**src/rtl/servile_arb_pkg.sv**
```systemverilog
// Shared types and helpers for the Servile Wishbone memory-port arbiter.
//   arb_state_e : arbiter FSM states (ST_IDLE, ST_BUSY)
//   PRIO_RR / PRIO_FIXED : priority-mode encodings handed to the picker
//   clog2_min1  : index width for a master count, never less than 1 bit
package servile_arb_pkg;

  typedef enum logic {
    ST_IDLE = 1'b0,
    ST_BUSY = 1'b1
  } arb_state_e;

  localparam logic PRIO_RR    = 1'b0;
  localparam logic PRIO_FIXED = 1'b1;

  function automatic int clog2_min1(input int n);
    return (n <= 1) ? 1 : $clog2(n);
  endfunction

endpackage

```
**src/rtl/servile_arb_picker.sv**
```systemverilog
// Combinational priority picker.
//   i_req   : request vector, one bit per master
//   i_start : first index searched in round-robin mode (wraps mod N)
//   i_mode  : PRIO_RR or PRIO_FIXED (fixed always searches from index 0)
//   o_valid : at least one request is set
//   o_idx   : winning master index
module servile_arb_picker
  import servile_arb_pkg::*;
#(
  parameter int N  = 2,
  parameter int GW = 1
) (
  input  logic [N-1:0]  i_req,
  input  logic [GW-1:0] i_start,
  input  logic          i_mode,
  output logic          o_valid,
  output logic [GW-1:0] o_idx
);

  always_comb begin
    int            cand;
    logic [GW-1:0] cand_idx;
    cand     = 0;
    cand_idx = '0;
    o_valid  = 1'b0;
    o_idx    = '0;
    for (int i = 0; i < N; i++) begin
      cand     = (i_mode == PRIO_FIXED) ? i : (int'(i_start) + i) % N;
      cand_idx = GW'(cand);
      if (!o_valid && i_req[cand_idx]) begin
        o_valid = 1'b1;
        o_idx   = cand_idx;
      end
    end
  end

endmodule

```
**src/rtl/servile_wb_arbiter.sv**
```systemverilog
// N-master to 1-slave classic Wishbone arbiter for the Servile memory port.
// Grant is registered: a request seen in IDLE is granted and forwarded to the
// slave on the following cycle; slave ack is returned to the granted master in
// the same cycle, after which the arbiter spends one cycle in IDLE.
//
// Ports:
//   i_clk, i_rst_n            : clock, asynchronous active-low reset
//   i_wb_cpu_*                : N packed master request buses (master k at slice k)
//   o_wb_cpu_rdt/o_wb_cpu_ack : shared read data, one-hot per-master ack
//   o_wb_mem_*, i_wb_mem_*    : single slave port
//   o_grant                   : current / most recent granted master
//   o_timeout                 : sticky watchdog flag
//
// Build option: define SERVILE_ARB_TIMEOUT_EN to add a BUSY watchdog that
// completes a stalled transfer with TIMEOUT_RDT after TIMEOUT_CYCLES cycles.
// Without it o_timeout stays 0 and BUSY waits indefinitely.
//
// state   | meaning
// --------+-------------------------------------------------------------
// ST_IDLE | no transfer; picker selects the next master from the strobes
// ST_BUSY | slave strobed on behalf of grant_q until ack, abort or timeout
module servile_wb_arbiter
  import servile_arb_pkg::*;
#(
  parameter int          N              = 2,
  parameter int          AW             = 32,
  parameter int          DW             = 32,
  parameter string       PRIO_MODE      = "RR",
  parameter int          TIMEOUT_CYCLES = 255,
  parameter logic [31:0] TIMEOUT_RDT    = 32'hDEAD_BEEF,
  localparam int         SW             = DW / 8,
  localparam int         GW             = clog2_min1(N)
) (
  input  logic            i_clk,
  input  logic            i_rst_n,
  input  logic [N*AW-1:0] i_wb_cpu_adr,
  input  logic [N*DW-1:0] i_wb_cpu_dat,
  input  logic [N*SW-1:0] i_wb_cpu_sel,
  input  logic [N-1:0]    i_wb_cpu_we,
  input  logic [N-1:0]    i_wb_cpu_stb,
  output logic [DW-1:0]   o_wb_cpu_rdt,
  output logic [N-1:0]    o_wb_cpu_ack,
  output logic [AW-1:0]   o_wb_mem_adr,
  output logic [DW-1:0]   o_wb_mem_dat,
  output logic [SW-1:0]   o_wb_mem_sel,
  output logic            o_wb_mem_we,
  output logic            o_wb_mem_stb,
  input  logic [DW-1:0]   i_wb_mem_rdt,
  input  logic            i_wb_mem_ack,
  output logic [GW-1:0]   o_grant,
  output logic            o_timeout
);

  localparam logic            MODE     = (PRIO_MODE == "FIXED") ? PRIO_FIXED : PRIO_RR;
  localparam logic [GW-1:0]   LAST_RST = GW'(N - 1);
  localparam int              WDW      = clog2_min1(TIMEOUT_CYCLES + 1);
  localparam logic [WDW-1:0]  WD_LOAD  = WDW'(TIMEOUT_CYCLES);

  arb_state_e    state_q, state_d;
  logic [GW-1:0] grant_q, grant_d;
  logic [GW-1:0] last_grant_q, last_grant_d;
  logic          timeout_q, timeout_d;

  logic [GW-1:0] start_idx;
  logic          pick_valid;
  logic [GW-1:0] pick_idx;
  logic          gnt_stb;
  logic          wd_expired;
  logic          tmo_fire;

  // Reset value N-1 for last_grant makes master 0 the first RR candidate.
  assign start_idx = (last_grant_q == LAST_RST) ? '0 : last_grant_q + GW'(1);

  servile_arb_picker #(
    .N  (N),
    .GW (GW)
  ) u_picker (
    .i_req   (i_wb_cpu_stb),
    .i_start (start_idx),
    .i_mode  (MODE),
    .o_valid (pick_valid),
    .o_idx   (pick_idx)
  );

  always_comb begin
    o_wb_mem_adr = '0;
    o_wb_mem_dat = '0;
    o_wb_mem_sel = '0;
    o_wb_mem_we  = 1'b0;
    gnt_stb      = 1'b0;
    for (int k = 0; k < N; k++) begin
      if (grant_q == GW'(k)) begin
        o_wb_mem_adr = i_wb_cpu_adr[k*AW +: AW];
        o_wb_mem_dat = i_wb_cpu_dat[k*DW +: DW];
        o_wb_mem_sel = i_wb_cpu_sel[k*SW +: SW];
        o_wb_mem_we  = i_wb_cpu_we[k];
        gnt_stb      = i_wb_cpu_stb[k];
      end
    end
  end

`ifdef SERVILE_ARB_TIMEOUT_EN
  logic [WDW-1:0] wd_q, wd_d;

  // Reloaded every IDLE cycle so it starts full on entry to BUSY.
  always_comb begin
    wd_d = wd_q;
    if (state_q == ST_IDLE) begin
      wd_d = WD_LOAD;
    end else if (wd_q != '0) begin
      wd_d = wd_q - 1'b1;
    end
  end

  always_ff @(posedge i_clk or negedge i_rst_n) begin
    if (!i_rst_n) begin
      wd_q <= WD_LOAD;
    end else begin
      wd_q <= wd_d;
    end
  end

  assign wd_expired = (state_q == ST_BUSY) && (wd_q == '0);
`else
  logic unused_wd;
  assign unused_wd  = ^WD_LOAD;
  assign wd_expired = 1'b0;
`endif

  // A real ack in the expiry cycle is a normal completion; a master that has
  // already dropped stb is an abort, not a timeout.
  assign tmo_fire = wd_expired && gnt_stb && !i_wb_mem_ack;

  // Deliberately independent of i_wb_mem_ack so a slave may ack combinationally.
  assign o_wb_mem_stb = (state_q == ST_BUSY) && gnt_stb && !wd_expired;
  assign o_wb_cpu_rdt = tmo_fire ? DW'(TIMEOUT_RDT) : i_wb_mem_rdt;
  assign o_grant      = grant_q;
  assign o_timeout    = timeout_q;

  always_comb begin
    o_wb_cpu_ack = '0;
    if ((state_q == ST_BUSY) && (i_wb_mem_ack || tmo_fire)) begin
      o_wb_cpu_ack[grant_q] = 1'b1;
    end
  end

  always_comb begin
    state_d      = state_q;
    grant_d      = grant_q;
    last_grant_d = last_grant_q;
    timeout_d    = timeout_q;
    case (state_q)
      ST_IDLE: begin
        if (pick_valid) begin
          grant_d = pick_idx;
          state_d = ST_BUSY;
        end
      end
      ST_BUSY: begin
        if (i_wb_mem_ack || tmo_fire) begin
          last_grant_d = grant_q;
          state_d      = ST_IDLE;
          if (tmo_fire) begin
            timeout_d = 1'b1;
          end
        end else if (!gnt_stb) begin
          state_d = ST_IDLE;
        end
      end
      default: state_d = ST_IDLE;
    endcase
  end

  always_ff @(posedge i_clk or negedge i_rst_n) begin
    if (!i_rst_n) begin
      state_q      <= ST_IDLE;
      grant_q      <= '0;
      last_grant_q <= LAST_RST;
      timeout_q    <= 1'b0;
    end else begin
      state_q      <= state_d;
      grant_q      <= grant_d;
      last_grant_q <= last_grant_d;
      timeout_q    <= timeout_d;
    end
  end

endmodule

```
**config.mk**
```make
export PLATFORM = sky130hd
export DESIGN_NAME = servile_wb_arbiter
export DESIGN_NICKNAME = d
export VERILOG_FILES = /design/src/rtl/servile_arb_pkg.sv /design/src/rtl/servile_arb_picker.sv /design/src/rtl/servile_wb_arbiter.sv
export SDC_FILE = /design/constraint.sdc
export NUM_CORES = 1
export LEC_CHECK = 0
export CORE_AREA = 3 3 108 110
export DETAILED_ROUTE_END_ITERATION = 7
export DIE_AREA = 0 0 111 113
export SLEW_MARGIN = 10
export SYNTH_ARGS = -nofsm -noshare
export SYNTH_HDL_FRONTEND = slang
export SYNTH_SLANG_ARGS = --single-unit
```
**constraint.sdc**
```tcl
create_clock -name i_clk -period 1.95 [get_ports i_clk]
set_clock_uncertainty 0.15 [all_clocks]
set_input_delay 0.4875 -clock i_clk [delete_from_list [all_inputs] [get_ports i_clk]]
set_output_delay 0.4875 -clock i_clk [all_outputs]
set_load 0.03 [all_outputs]
```
==> results of run 1 <==
[cell type report]
cell class              instances  area (um2)
clock buffers                   4       45.04
fillers                      1056        6706
inverters                       1       3.754
multi-input cells              81        1117
flip-flops and latches          3       80.08
well taps                     140       175.2
repair buffers                252        2665
[synthesized netlist by cell type, drive strengths merged]
cell type	number
o22ai	1
nand2b	1
dfstp	1
buf	41
and3	1
conb	1
mux2	69
a32o	1
mux2i	1
dfrtp	2
nor2	3
nand2	2
inv	1
a21o	1
[worst min-delay path by stage]
stage	to	slack [ns]	depth (start not counted)
finish	o_grant$_DFFE_PN0P_	0.31	1
global route	o_grant$_DFFE_PN0P_	0.31	1
CTS	o_grant$_DFFE_PN0P_	0.31	1
detailed placement	last_grant_q$_DFFE_PN1P_	0.36	1
global placement	last_grant_q$_DFFE_PN1P_	0.35	1
floorplan	o_grant$_DFFE_PN0P_	0.04	0
[state kept, by name (all words and copies together) (netlist names)]
register	count
last_grant_q	1
state_q	1
o_grant	1
[cell usage in the layout (no fill, tap or decap)]
cell | netlist | final
clkbuf_1 | 0 | 1
dfrtp_1 | 2 | 1
clkdlybuf4s50_1 | 0 | 141
buf_2 | 0 | 6
o22ai_1 | 1 | 1
nor2_1 | 3 | 2
conb_1 | 1 | 1
buf_6 | 1 | 69
mux2_2 | 1 | 1
clkbuf_8 | 0 | 3
dfstp_2 | 1 | 1
a21o_1 | 1 | 1
and3_4 | 0 | 1
a32o_1 | 1 | 1
nor2_4 | 0 | 1
dlygate4sd2_1 | 0 | 1
mux2i_2 | 0 | 1
buf_12 | 7 | 14
mux2_4 | 68 | 68
dfrtp_4 | 0 | 1
buf_4 | 33 | 21
nand2_1 | 2 | 2
nand2b_1 | 1 | 1
inv_1 | 1 | 1
[what timing repair did]
action | CTS | global route
gates resized for setup | 350 | 13
endpoints found under the setup margin | 72 | 72
setup buffers | 21 | 1
pin swaps | 0 | 0
[logic make-up (layout without fill, tap and decap cells)]
group	after synthesis	count (layout)
AND/OR/NAND/NOR	7	7
AO/OA/AOI/OAI	3	3
multiplexers	70	70
other	1	1
buffers and inverters	42	257
flip-flops	3	3
[layer usage]
| metal | routed length (um) | part of all wire |
|---|---|---|
| met2 | 4134 | 0.59 |
| met1 | 2348 | 0.33 |
| met3 | 531 | 0.076 |
| met4 | 4 | 0.00057 |
| met5 | 0 | 0 |
[power by group through the flow]
stage	sequential, mW	clock, mW	combinational, mW
after floorplan	0.133	0	2.60
after detailed placement	0.161	0	3.72
after global placement	0.160	0	3.70
final	0.158	0.179	4.43
after global routing	0.170	0.193	4.62
after CTS	0.161	0.186	4.41
[metrics by stage]
step / std cells / setup TNS, ns / hold slack, ns
after global placement: 455 / -21.78 / 0.3548
after floorplan: 126 / 0 / 0.04191
after CTS: 480 / -12.94 / 0.3112
after detailed placement: 455 / -22.24 / 0.3593
final: 481 / -11.72 / 0.3113
after global routing: 481 / -14.69 / 0.3110
==> flow_metrics.py, run 1 <==
metrics = {
    "run_status": {
        "status": "finished, violations left",
        "violations": "setup timing",
    },
    "cts": {
        "numCtsBuffers": 3,
        "cts.reportedPaths.clkPinSlew_ns": 0.03,
        "cts_tree": "built",
        "cts_max_level": 1,
        "cts_sinks": 3,
        "insertion_delay_ns": 0.21,
        "clock-root-buffer": "clkbuf_8",
        "clockBufferDepth": 2,
        "holdBufCountCts": 0,
    },
    "global_routing": {
        "overflow": 0,
        "antenna_found_initial": 0,
        "met1_usage": 0.1045,
        "met2_usage": 0.2132,
        "grt_pass1_wl_mm": 10.23,
        "grt_max_degree": 14,
        "gr-usage-all-layers": 0.1015,
        "grt_pass1_vias": 1840,
        "use_met3": 0.02193,
        "grt-busiest-layer": "met2",
    },
    "synthesis": {
        "synth_top_family_by_area": "multiplexers",
        "yosys.area_share.simple": 0.02057,
        "synth_fa_ha_area_frac": 0,
        "synth_top_area_cell": "mux2_4",
        "syn_area_um2": 1582,
        "synthDistinctLibCells": 17,
        "yosysWarningCount": 0,
        "synth_compound_area_frac": 0.01503,
        "netlist.area_leader.share": 0.6456,
        "ys_ff_latch": 3,
        "synthTopCellsByArea": "mux2_4, buf_4, buf_12, dfrtp_1, dfstp_2",
        "synth.avg_cell_area_um2": 12.55,
        "synth-xor-area-share": 0,
        "yosysSeqAreaShare": 0.04826,
        "synth_fp_nets": 301,
        "yosys-mux-area-fraction": 0.6590,
        "synth_cells": 126,
    },
    "worst_setup_path": {
        "path_cells": "buf_4 -> buf_6 -> mux2_4 -> buf_4",
        "crit_required_ns": 1.31,
        "crit_buf_inv": 3,
        "critPathMostFrequentCell": "buf_4",
        "slowest_stage": "dfrtp_4",
        "rr_startpoint": "o_grant$_DFFE_PN0P_",
        "cp-endpoint": "o_wb_mem_adr[10]",
        "worstPathArrival_ns": 1.53,
        "r2r_slack_ns": 0.31,
        "cp.depth": 4,
        "cp_top_family": "flip-flops",
        "reg2reg_to": "state_q$_DFF_PN0_",
        "max_stage_delay_ns": 0.55,
        "reg2reg_depth": 6,
        "crit_path_end_kind": "output port",
        "critPathKind": "reg -> out",
        "critPathLaunchType": "flop",
        "crit_start": "o_grant$_DFFE_PN0P_",
        "path_max_fanout": 7,
    },
    "power": {
        "p_seq_frac": 0.033,
        "swShare": 0.4141,
        "combPwrFrac": 0.929,
        "internal_power_mw": 2.794,
        "power_mw": 4.768,
        "p_sw_mw": 1.974,
        "ir_drop_mv": 0.5228,
        "power_density_nw_per_um2": 1167,
        "leakagePower_nw": 1.891,
        "power_frac_clock": 0.038,
    },
    "drt": {
        "wirelength_mm": 7.019,
        "drtAntennaViolNets": 0,
        "wire_per_inst_um": 14.59,
        "drt_iter0_drc": 43,
        "drcViolationCount": 0,
        "route.vias.total": 1745,
        "dr.pass1.iters": 3,
        "vias_per_cell": 3.628,
    },
    "layout": {
        "area_delta_synth_final_pct": 158.4,
        "fin_nets": 517,
        "design_area_um2": 4086,
        "antenna_cells": 0,
        "drive_gt1_frac": 0.5484,
        "fin_util": 0.3786,
    },
    "sta": {
        "post-route-min-period_ns": 2.167,
        "finalHoldViolations": 0,
        "setup_ws_ns": -0.2172,
        "clock.fmax_ghz": 0.4614,
        "final.period_utilization": 1.111,
        "rsz0062_at_grt": "true",
        "drv_slew": 0,
        "setup_viol_count_final": 72,
    },
    "floorplanning": {
        "io_pins": 281,
        "die_w_um": 111,
        "num_rows": 38,
        "initial_core_util": 0.1465,
        "coreArea_um2": 10790,
        "fp.dieArea_um2": 12540,
        "dieHeight_um": 113,
    },
    "worst_hold_path": {
        "hp-class": "in -> async",
    },
    "placement": {
        "portBuffers": 215,
        "place_congestion": 0.7760,
        "hpwlAfterDp_mm": 6.004,
        "dp_slack_ns": -0.4878,
        "place_area_um2": 3666,
    },
    "job": {
        "cap_violations": 0,
    },
}
(Power assumes the default switching activity.)
==> run 2: changes to the inputs <==
--- a/config.mk
+++ b/config.mk
@@ -6,9 +6,10 @@
 export NUM_CORES = 1
 export LEC_CHECK = 0
-export CORE_AREA = 3 3 108 110
+export CORE_AREA = 3 3 107 109
 export DETAILED_ROUTE_END_ITERATION = 7
-export DIE_AREA = 0 0 111 113
+export DIE_AREA = 0 0 110 112
 export SLEW_MARGIN = 10
 export SYNTH_ARGS = -nofsm -noshare
 export SYNTH_HDL_FRONTEND = slang
+export SYNTH_HIERARCHICAL = 1
 export SYNTH_SLANG_ARGS = --single-unit
==> constraint.sdc (replaced) <==
create_clock -name i_clk -period 2.5 [get_ports i_clk]
set_clock_uncertainty 0.15 [all_clocks]
set_input_delay 0.625 -clock i_clk [delete_from_list [all_inputs] [get_ports i_clk]]
set_output_delay 0.625 -clock i_clk [all_outputs]
set_load 0.02 [all_outputs]
==> flow_metrics.py, run 2 <==
metrics = {
    "run_status": {
        "status": "complete, no violations",
    },
    "synthesis": {
        "synthDistinctLibCells": 19,
        "synth-async-reset-ratio": 1.000,
        "synth_edf_count": 0,
        "synth_top_area_cell": "mux2_4",
        "ys.flop_type": "dfrtp_1",
        "synth_commonest_cells": "mux2_4, buf_4, buf_12",
        "synth.avg_cell_area_um2": 12.54,
        "yosysMostFrequentCell": "mux2_4",
        "syn_area_um2": 1605,
        "ys_ff_latch": 3,
        "synth_cells": 128,
        "netlist.area_leader.share": 0.6360,
        "synthTopCellsByArea": "mux2_4, buf_4, buf_12, dfrtp_1, dfstp_2",
        "yosysSeqAreaShare": 0.04754,
        "yosysWarningCount": 6,
    },
    "power": {
        "swShare": 0.4207,
        "p_sw_mw": 1.027,
        "combPwrFrac": 0.891,
        "internal_power_mw": 1.414,
        "p_seq_frac": 0.051,
        "power_frac_clock": 0.057,
        "ir_drop_mv": 0.2727,
        "power_density_nw_per_um2": 672.3,
        "leakagePower_nw": 1.649,
    },
    "floorplanning": {
        "num_rows": 38,
        "dieHeight_um": 112,
        "fp.dieArea_um2": 12320,
        "io_pins": 281,
        "die_w_um": 110,
        "coreArea_um2": 10700,
        "initial_core_util": 0.1501,
    },
    "layout": {
        "layout_common_cells": "clkdlybuf4s50_1, dlygate4sd2_1, mux2_4",
        "design_area_um2": 3630,
        "area_delta_synth_final_pct": 126.1,
        "fin_nets": 493,
        "drive_gt1_frac": 0.2776,
        "antenna_cells": 0,
        "mostFrequentLayoutCell": "clkdlybuf4s50_1",
    },
    "placement": {
        "hpwlAfterDp_mm": 6.241,
        "place_area_um2": 3676,
        "place_congestion": 0.7862,
        "portBuffers": 215,
    },
    "worst_hold_path": {
        "whs_endpoint": "last_grant_q$_DFFE_PN1P_",
        "worstHoldStart": "last_grant_q$_DFFE_PN1P_",
        "hp-class": "reg -> reg",
        "whs_path_depth": 1,
    },
    "cts": {
        "cts_tree": "built",
        "numCtsBuffers": 3,
        "insertion_delay_ns": 0.21,
        "post_cts_buffers": 0,
        "cts.reportedPaths.clkPinSlew_ns": 0.03,
        "cts_sinks": 3,
        "clock-root-buffer": "clkbuf_8",
        "clockBufferDepth": 2,
        "cts_max_level": 1,
    },
    "global_routing": {
        "grt_pass1_wl_mm": 9.197,
        "gr-usage-all-layers": 0.09604,
        "antenna_found_initial": 0,
        "overflow": 0,
        "grt_max_degree": 17,
        "grt_pass1_vias": 1737,
    },
    "drt": {
        "vias_per_cell": 3.661,
        "drt_iter0_drc": 41,
        "dr.pass1.iters": 3,
        "route.vias.total": 1673,
        "drcViolationCount": 0,
        "drtAntennaViolNets": 0,
        "wirelength_mm": 6.758,
        "wire_per_inst_um": 14.79,
    },
    "worst_setup_path": {
        "reg2reg_to": "state_q$_DFF_PN0_",
        "r2r_slack_ns": 1.06,
        "crit_required_ns": 1.73,
        "crit_start": "i_wb_cpu_adr[55]",
        "path_max_fanout": 1,
        "critPathLaunchType": "primary input",
        "worstPathArrival_ns": 1.68,
        "slowest_stage": "clkdlybuf4s50_1",
        "max_stage_delay_ns": 0.46,
        "path_cells": "clkdlybuf4s50_1 -> mux2_4 -> dlygate4sd2_1",
        "reg2reg_depth": 4,
        "critPathKind": "in -> out",
        "rr_startpoint": "o_grant$_DFFE_PN0P_",
        "crit_path_end_kind": "output port",
    },
    "sta": {
        "final.period_utilization": 0.9831,
        "finalHoldViolations": 0,
        "clock.fmax_ghz": 0.4069,
        "post-route-min-period_ns": 2.458,
        "drv_slew": 0,
        "setup_viol_count_final": 0,
        "rsz0062_at_grt": "false",
        "tns_ns": 0,
    },
    "job": {
        "cap_violations": 0,
    },
}
run 2: cell count changes after synthesis, sizes merged:
cell,before,now
a21boi,0,1
a32o,1,0
o22ai,1,0
o21bai,0,1
nand2b,1,2
nor2,3,1
nor2b,0,2
mux2,69,70
or2,0,1
nand2,2,1
run 2: power groups by stage:
stage / Combinational, mW / Sequential [mW] / Clock [mW]
floorplan: 1.63 / 0.0964 / 0
global placement: 2.43 / 0.125 / 0
detailed placement: 2.44 / 0.127 / 0
CTS: 2.21 / 0.126 / 0.145
global route: 2.29 / 0.130 / 0.150
finish: 2.18 / 0.125 / 0.140
run 2: final cells by class:
cell class / count / area, um2
multi-input cells: 84 / 1130
repair buffers: 225 / 2196
well taps: 140 / 175.2
fillers: 1138 / 7068
inverters: 1 / 3.754
clock buffers: 4 / 45.04
flip-flops and latches: 3 / 80.08
run 2: layer usage:
layer | part of all wire | vias up | GRT usage
met5 | 0 | - | 0
met4 | 0.016 | 0 | 0.02494
met3 | 0.15 | 12 | 0.03710
met2 | 0.52 | 128 | 0.1853
met1 | 0.32 | 740 | 0.09235
li1 | - | 793 | -
run 2: cells by family (layout without fill, tap and decap cells):
group / after synthesis / in the layout / share of synthesized area
DFF: 3 / 3 / 0.04755
buffers and inverters: 42 / 230 / 0.2510
other: 1 / 2 / 0.002336
AOI/OAI and AO/OA: 3 / 3 / 0.01403
muxes: 71 / 71 / 0.6563
and+or+nand+nor: 8 / 8 / 0.02884
run 2: timing repair:
item                       CTS  global route
gates cloned                 0             0
setup endpoints to repair   71             2
hold buffers                 0             0
resized for setup           71             3
run 2: worst max path at each step:
stage | to | slack (ns) | cells past startpoint
after floorplan | o_wb_mem_adr[0] | 0.56 | 3
final | o_wb_mem_adr[23] | 0.04 | 3
after CTS | o_wb_cpu_ack[0] | 0.02 | 4
after global placement | o_wb_cpu_ack[0] | -0.28 | 4
after global routing | o_wb_mem_stb | 0.01 | 4
after detailed placement | o_wb_cpu_ack[0] | -0.25 | 4
run 2: per-stage QoR:
step | utilization | cells | worst slack [ns] | hold slack [ns] | power (mW)
floorplan | - | 129 | 0.5607 | 0.1794 | 1.727
global placement | 0.3436 | 453 | -0.2815 | 0.3500 | 2.554
detailed placement | 0.3436 | 453 | -0.2526 | 0.3537 | 2.570
CTS | 0.3395 | 457 | 0.01759 | 0.3581 | 2.484
global route | 0.3393 | 457 | 0.01214 | 0.3687 | 2.572
finish | 0.3393 | 457 | 0.04227 | 0.3552 | 2.440
run 2: worst max-delay path, delay by kind of cell:
kind,cells,cell delay [ns]
buf+inv,2,0.78
mux,1,0.28
==> run 3: changes to the inputs <==
clock period = 2.9 ns   (was 2.5 ns; I/O delays follow)
==> flow_metrics.py, run 3 (synthesis gave the netlist of run 2 again) <==
metrics = {
    "run_status": {
        "status": "complete, no violations",
    },
    "floorplanning": {
        "coreArea_um2": 10700,
        "dieHeight_um": 112,
        "fp.dieArea_um2": 12320,
        "die_w_um": 110,
        "io_pins": 281,
        "num_rows": 38,
        "initial_core_util": 0.1501,
    },
    "sta": {
        "holdWs_ns": 0.3618,
        "clock.fmax_ghz": 0.3506,
        "setup_viol_count_final": 0,
        "rsz0062_at_grt": "false",
        "post-route-min-period_ns": 2.852,
        "final.period_utilization": 0.9836,
        "drv_slew": 0,
        "finalHoldViolations": 0,
    },
    "worst_setup_path": {
        "cp-endpoint": "o_wb_mem_adr[30]",
        "r2r_slack_ns": 1.41,
        "rr_startpoint": "o_grant$_DFFE_PN0P_",
        "path_cells": "clkdlybuf4s50_1 -> mux2_4 -> clkdlybuf4s50_1",
        "critPathMostFrequentCell": "clkdlybuf4s50_1",
        "cp.depth": 3,
        "crit_buf_inv": 2,
        "path_max_fanout": 1,
        "critPathLaunchType": "primary input",
        "max_stage_delay_ns": 0.54,
        "critPathKind": "in -> out",
        "worstPathArrival_ns": 1.98,
        "cp_top_family": "buffers and inverters",
        "slowest_stage": "clkdlybuf4s50_1",
        "crit_required_ns": 2.03,
        "crit_start": "i_wb_cpu_adr[30]",
        "reg2reg_depth": 4,
        "reg2reg_to": "last_grant_q$_DFFE_PN1P_",
        "crit_path_end_kind": "output port",
    },
    "drt": {
        "wire_per_inst_um": 14.49,
        "drt_iter0_drc": 62,
        "route.vias.total": 1641,
        "vias_per_cell": 3.607,
        "drtAntennaViolNets": 0,
        "drcViolationCount": 0,
        "wirelength_mm": 6.595,
        "dr.pass1.iters": 4,
    },
    "cts": {
        "holdBufCountCts": 0,
        "cts_sinks": 3,
        "clock-root-buffer": "clkbuf_8",
        "cts_tree": "built",
        "cts.reportedPaths.clkPinSlew_ns": 0.03,
        "numCtsBuffers": 3,
        "cts_max_level": 1,
        "insertion_delay_ns": 0.22,
        "clockBufferDepth": 2,
    },
    "power": {
        "ir_drop_mv": 0.2272,
        "leakagePower_nw": 1.536,
        "power_density_nw_per_um2": 602.9,
        "power_mw": 2.203,
    },
    "placement": {
        "portBuffers": 215,
        "place_congestion": 0.7883,
        "hpwlAfterDp_mm": 5.997,
        "place_area_um2": 3613,
    },
    "global_routing": {
        "grt_pass1_vias": 1679,
        "grt_max_degree": 39,
        "antenna_found_initial": 0,
        "grt_pass1_wl_mm": 9.080,
        "overflow": 0,
        "gr-usage-all-layers": 0.09435,
    },
    "layout": {
        "fin_nets": 491,
        "fill_cells": 1095,
        "layout_common_cells": "clkdlybuf4s50_1, mux2_4, buf_4",
        "design_area_um2": 3655,
        "mostFrequentLayoutCell": "clkdlybuf4s50_1",
        "drive_gt1_frac": 0.2667,
        "area_delta_synth_final_pct": 127.7,
        "antenna_cells": 0,
    },
    "worst_hold_path": {
        "hp-class": "reg -> reg",
    },
    "job": {
        "cap_violations": 0,
    },
}
[run 3: changes by cell type in the layout (fill, tap and decap cells not counted)]
cell             change
dlygate4sd2_1       -66
buf_12               -4
clkbuf_2             -1
clkdlybuf4s50_1     +69
clkdlybuf4s15_1      -1
buf_4                +1
[run 3: per-layer routing]
layer	track usage	wire, um	up-vias
met1	0.09712	2269	717
met4	0.01164	61	0
met5	0	0	-
met2	0.1780	3376	126
li1	-	-	788
met3	0.04058	887	10
[run 3: area by class of cell]
type / count / area [um2] / area share
multi-input cells: 84 / 1130 / 0.3091
repair buffers: 223 / 2221 / 0.6077
well taps: 140 / 175.2 / 0.04793
flip-flops and latches: 3 / 80.08 / 0.02191
clock buffers: 4 / 45.04 / 0.01232
inverters: 1 / 3.754 / 0.001027
[run 3: what timing repair did]
action	in CTS	in global routing
buffers inserted	0	0
resized for setup	3	0
endpoints found under the setup margin	3	0
[run 3: worst min path at each step]
stage,from,endpoint,slack (ns),cells after the start
3_3_place_gp,last_grant_q$_DFFE_PN1P_,last_grant_q$_DFFE_PN1P_,0.35,1
3_5_place_dp,last_grant_q$_DFFE_PN1P_,last_grant_q$_DFFE_PN1P_,0.36,1
2_1_floorplan,i_rst_n,o_grant$_DFFE_PN0P_,0.28,0
5_1_grt,last_grant_q$_DFFE_PN1P_,last_grant_q$_DFFE_PN1P_,0.37,1
6_report,last_grant_q$_DFFE_PN1P_,last_grant_q$_DFFE_PN1P_,0.36,1
4_1_cts,last_grant_q$_DFFE_PN1P_,last_grant_q$_DFFE_PN1P_,0.36,1
[run 3: power by group]
part	internal [mW]	total (mW)	switching, mW
clock	0.0939	0.122	0.0286
sequential	0.0687	0.103	0.0344
combinational	1.17	1.98	0.808
[run 3: through the flow]
stage	util	std cells	worst slack [ns]	TNS, ns
6_report	0.3416	455	0.04760	0
4_1_cts	0.3416	455	0.03669	0
3_5_place_dp	0.3378	451	-0.04602	-0.09056
5_1_grt	0.3416	455	0.01751	0
2_1_floorplan	-	129	0.8607	0
3_3_place_gp	0.3378	451	-0.08385	-0.09639
